File: src/rtl/count_stream_decoder.sv
// Recovers enable/direction steps from a sampled up/down counter value stream,
// flags wrap-around and illegal jumps, and tracks lock. Optional stall check: DECODER_STALL_CHECK_EN.
module count_stream_decoder #(
  parameter int WIDTH       = 8,
  parameter int RESYNC_LEN  = 4,
  parameter int STALL_LIMIT = 16
) (
  input  logic             clk,
  input  logic             rst,
  input  logic [WIDTH-1:0] count_in,
  input  logic             valid_in,
  output logic             enable_out,
  output logic             direction_out,
  output logic             wrap_out,
  output logic             err_out,
  output logic             locked,
  output logic [7:0]       err_cnt,
  output logic             stall_out
);

  typedef enum logic [1:0] {
    ST_IDLE  = 2'd0,
    ST_TRACK = 2'd1,
    ST_FAULT = 2'd2
  } state_t;

  localparam logic [WIDTH-1:0] MAX_VAL    = {WIDTH{1'b1}};
  localparam logic [WIDTH-1:0] ZERO_VAL   = {WIDTH{1'b0}};
  localparam logic [WIDTH-1:0] ONE_VAL    = {{(WIDTH-1){1'b0}}, 1'b1};
  localparam logic [3:0]       RESYNC_TGT = 4'(RESYNC_LEN);

  state_t           state_r;
  logic [WIDTH-1:0] prev_r;
  logic [3:0]       resync_r;
  logic [WIDTH-1:0] delta_s;
  logic             is_zero_s;
  logic             is_up_s;
  logic             is_dn_s;
  logic             legal_s;
  logic [3:0]       resync_inc_s;
  logic [7:0]       err_cnt_inc_s;

  // Delta classification against the previous sample.
  always_comb begin
    delta_s       = count_in - prev_r;
    is_zero_s     = (delta_s == ZERO_VAL);
    is_up_s       = (delta_s == ONE_VAL);
    is_dn_s       = (delta_s == MAX_VAL);
    legal_s       = is_zero_s | is_up_s | is_dn_s;
    resync_inc_s  = resync_r + 4'd1;
    if (err_cnt == 8'hFF) begin
      err_cnt_inc_s = err_cnt;
    end else begin
      err_cnt_inc_s = err_cnt + 8'd1;
    end
  end

  // Lock FSM with registered step/wrap/error outputs.
  always_ff @(posedge clk) begin
    if (rst) begin
      state_r       <= ST_IDLE;
      prev_r        <= ZERO_VAL;
      resync_r      <= 4'd0;
      enable_out    <= 1'b0;
      direction_out <= 1'b0;
      wrap_out      <= 1'b0;
      err_out       <= 1'b0;
      locked        <= 1'b0;
      err_cnt       <= 8'd0;
    end else begin
      enable_out <= 1'b0;
      wrap_out   <= 1'b0;
      err_out    <= 1'b0;
      if (valid_in) begin
        prev_r <= count_in;
        case (state_r)
          ST_IDLE: begin
            state_r <= ST_TRACK;
            locked  <= 1'b1;
          end
          ST_TRACK: begin
            if (is_up_s) begin
              enable_out    <= 1'b1;
              direction_out <= 1'b1;
              wrap_out      <= (prev_r == MAX_VAL);
            end else if (is_dn_s) begin
              enable_out    <= 1'b1;
              direction_out <= 1'b0;
              wrap_out      <= (prev_r == ZERO_VAL);
            end else if (!is_zero_s) begin
              err_out  <= 1'b1;
              err_cnt  <= err_cnt_inc_s;
              resync_r <= 4'd0;
              state_r  <= ST_FAULT;
              locked   <= 1'b0;
            end else begin
              state_r <= ST_TRACK;
            end
          end
          ST_FAULT: begin
            if (legal_s) begin
              if (resync_inc_s >= RESYNC_TGT) begin
                resync_r <= 4'd0;
                state_r  <= ST_TRACK;
                locked   <= 1'b1;
              end else begin
                resync_r <= resync_inc_s;
              end
            end else begin
              err_out  <= 1'b1;
              err_cnt  <= err_cnt_inc_s;
              resync_r <= 4'd0;
            end
          end
          default: begin
            state_r <= ST_IDLE;
            locked  <= 1'b0;
          end
        endcase
      end
    end
  end

`ifdef DECODER_STALL_CHECK_EN
  logic [7:0] stall_cnt_r;
  logic [7:0] stall_next_s;

  // Saturating next value of the zero-delta run length.
  always_comb begin
    if (stall_cnt_r >= 8'(STALL_LIMIT)) begin
      stall_next_s = stall_cnt_r;
    end else begin
      stall_next_s = stall_cnt_r + 8'd1;
    end
  end

  // Zero-delta run counter; any other valid sample ends the run.
  always_ff @(posedge clk) begin
    if (rst) begin
      stall_cnt_r <= 8'd0;
      stall_out   <= 1'b0;
    end else if (valid_in && (state_r == ST_TRACK) && is_zero_s) begin
      stall_cnt_r <= stall_next_s;
      stall_out   <= (stall_next_s >= 8'(STALL_LIMIT));
    end else if (valid_in) begin
      stall_cnt_r <= 8'd0;
      stall_out   <= 1'b0;
    end else begin
      stall_cnt_r <= stall_cnt_r;
      stall_out   <= stall_out;
    end
  end
`else
  assign stall_out = 1'b0;
`endif

endmodule

File: config.mk
export PLATFORM = sky130hd
export DESIGN_NAME = count_stream_decoder
export DESIGN_NICKNAME = d
export VERILOG_FILES = /design/src/rtl/count_stream_decoder.sv
export SDC_FILE = /design/constraint.sdc
export NUM_CORES = 1
export LEC_CHECK = 0
export ABC_AREA = 1
export CAP_MARGIN = 20
export CORE_AREA = 2 2 105 56
export DETAILED_ROUTE_END_ITERATION = 8
export DIE_AREA = 0 0 107 58
export PLACE_DENSITY_LB_ADDON = 0.08
export SETUP_SLACK_MARGIN = 0.4
export SLEW_MARGIN = 40
export SYNTH_ARGS = -nofsm -noshare
export SYNTH_HDL_FRONTEND = slang
export SYNTH_SLANG_ARGS = --single-unit
File: constraint.sdc
create_clock -name clk -period 2.8 [get_ports clk]
set_input_delay 0.84 -clock clk [delete_from_list [all_inputs] [get_ports clk]]
set_output_delay 0.84 -clock clk [all_outputs]
set_load 0.02 [all_outputs]
==> impl_metrics.toml <==
[floorplan]
die_area_mm2 = 0.00621
rows = 19
die_w_um = 107
start_util_pct = 36.2
die_h_um = 58
ioPinCount = 25
core_mm2 = 0.00530

[place]
dp_hpwl_um = 3910
gp_congestion = 0.855
io_buffers = 23

[sta]
setup_slack_ns = -0.0693
slew_headroom_pct = 63.2
worstMarginPinSlew_ns = 0.552
slew_viol_final = 0
holdWs_ns = 0.454
hold_viol = 0
setup_viol = 8
layout_min_cycle_time_ns = 2.87
timing.final.crit_share_pct = 102
fmax_ghz = 0.349
fin_skew_ns = 0.00519
rsz0062_at_grt = "true"

[finish]
antenna_cells = 0
final_nets = 346
post-route-util_pct = 53.1
layout_common_cells = "nand2_1 (41), inv_1 (30), dfxtp_1 (27)"
drive_gt1_share_pct = 31.7
final_common_cell = "nand2_1"
area_growth_pct = 46.7

[synthesis]
synth_compound_area_share_pct = 10.8
synth_ff_type = "dfxtp_1"
synthCells = 266
ys_seq_area_share_pct = 28.2
synth_edf_count = 0
syn-cell-area_mm2 = 0.00192
syn_avg_cell_area_um2 = 7.21
synth-simple-area-share_pct = 36.2
synth_xor_area_share_pct = 5.35
synth_top_family_by_area = "simple AND/OR/NAND/NOR gates"
ys_warn_count = 0
synthArstFlopShare_pct = 0
yosysUniqueCellTypes = 35
ys_ff_latch = 27
synthMuxAreaShare_pct = 0
syn_nets = 292
synth_adder_area_share_pct = 10.2

[setup_path]
cp_slowest_stage_delay_ns = 0.40
r2r_end = "err_cnt[7]"
crit_end = "err_cnt[7]"
criticalPathCategory = "in -> reg"
cp_slowest_cell = "fa_2"
rr_worst_depth = 17
cp_top_family = "simple AND/OR/NAND/NOR gates"
timing.rr.start = "prev_r[0]"
crit_path_start_kind = "input port"
crit_top_cell = "nand2_2"
arrival_ns = 3.05
crit_fanout = 6
startpoint = "count_in[0]"
endpoint_kind = "flip-flop"
crit_chain = "buf_6, buf_6, inv_16, ha_4, inv_2, fa_2, nand2_2, nand3_2, nand3_2, nand2_2, nand2_2, nand2_2, nor2_4, nand4_1, nand2_2, nor2_4, buf_12, buf_16, nand4_1, a21oi_2"
rrSetupSlack_ns = 0.17
crit_cells = 20
crit_required_ns = 2.98
crit_buf_inv = 6

[cts]
path_clk_slew_ns = 0.11
clockBufferDepth = 2
cts_tree = "done"
cts_buffers = 3
clock-root-buffer = "clkbuf_8"
cts_sinks = 27
insertion_delay_ns = 0.28
cts_hold_buffers = 0
htreeDepth = 1

[routing]
routed_wl_um = 5180
avgRoutedWirePerCell_um = 13.2
first_pass_iters = 4
drc = 0
vias = 1863
drt_iter0_markers = 95
viasPerCell = 4.75
antenna_left = 0

[run_status]
outcome = "finished, violations left"
violations = "negative setup slack"

[global_routing]
grt_antenna_before_repair = 0
grt.total_usage_pct = 17.8
overflow = 0
grt_max_degree = 18
grt_pass1_wl_um = 8510
grt_pass1_vias = 1646

[power]
ir_drop_uv = 264
power-per-cell-area_mw_per_mm2 = 422
p_leak_uw = 0.00121

[run]
cap_violations = 0

[hold_path]
min_path_type = "reg -> reg"
==> routing by layer <==
metal	wire length (um)	global-route usage, %
met1	3120	30.8
met3	204	3.49
met4	15	2.78
met2	1840	21.7
met5	0	0
==> worst min path at each step <==
| stage | startpoint | end | slack (ns) | cells after the start |
|---|---|---|---|---|
| 3_5_place_dp | locked | locked | 0.45 | 2 |
| 4_1_cts | locked | locked | 0.46 | 2 |
| 3_3_place_gp | locked | locked | 0.44 | 2 |
| 6_report | locked | locked | 0.45 | 2 |
| 2_1_floorplan | resync_r[3] | resync_r[3] | 0.45 | 2 |
| 5_1_grt | locked | locked | 0.48 | 2 |
==> flip-flops by register name, summed over array words and instances (netlist names) <==
register       count
err_cnt            8
err_out            1
state_r            2
direction_out      1
enable_out         1
resync_r           4
wrap_out           1
prev_r             8
locked             1
==> metrics by stage <==
| step | setup slack, ns | std cells | TNS [ns] | power, uW | instance area, um2 |
|---|---|---|---|---|---|
| after floorplan | 0.0858 | 266 | 0 | 721 | 2000 |
| after global placement | -0.691 | 377 | -11.39 | 857 | 2480 |
| after detailed placement | -0.719 | 377 | -11.81 | 858 | 2480 |
| after CTS | -0.0404 | 388 | -0.150 | 1160 | 2720 |
| after global routing | -0.171 | 392 | -1.88 | 1270 | 2810 |
| final | -0.0693 | 392 | -0.242 | 1190 | 2810 |
==> worst register-to-register path, stage by stage, from the launching register on <==
cell and delay (ns):
dfxtp_1 0.51, ha_4 0.18, inv_2 0.03, fa_2 0.40, nand2_2 0.09, nand3_2 0.08
nand3_2 0.10, nand2_2 0.06, nand2_2 0.07, nand2_2 0.05, nor2_4 0.16, nand4_1 0.18
nand2_2 0.13, nor2_4 0.07, buf_12 0.13, buf_16 0.12, nand4_1 0.09, a21oi_2 0.07
==> cells in the mapped netlist, types with 3 or more instances <==
cell / instances / area (um2)
a21oi_1: 20 / 100
clkbuf_1: 3 / 11.3
dfxtp_1: 27 / 541
ha_1: 14 / 175
inv_1: 33 / 124
nand2_1: 48 / 180
nand2_2: 8 / 50.1
nand3_1: 25 / 125
nand3_2: 6 / 60.1
nand4_1: 12 / 75.1
nor2_1: 21 / 78.8
nor4_1: 4 / 25.0
o21ai_0: 11 / 55.1
xnor2_1: 3 / 26.3
xor2_1: 5 / 43.8
==> report_power, final <==
group,internal (uW),switching [uW]
clock,101,139
sequential,409,23.0
combinational,231,282
total,742,444
==> cell families (layout without fill, tap and decap cells) <==
logic type	after synthesis	in the layout
other	1	1
XOR/XNOR	10	10
buffers and inverters	41	94
flip-flops	27	27
adder cells (fa/ha/maj)	15	15
AND/OR/NAND/NOR	135	135
AO/OA/AOI/OAI	37	37
==> cell type report <==
type	instances	area (um2)
Multi-Input combinational cell	198	1430
Timing Repair Buffer	56	557
Fill cell	508	2490
Clock buffer	3	41.3
Inverter	34	144
Tap cell	73	91.3
Sequential cell	27	541
Clock inverter	1	7.51
==> timing repair <==
action                                  4_1_cts  5_1_grt
endpoints found under the hold margin         0        0
pin swaps                                    24        5
endpoints found under the setup margin       19       19
gates cloned                                  1        0
setup buffers                                 6        4
gates resized for setup                      32       17
(Power assumes the default switching activity.)
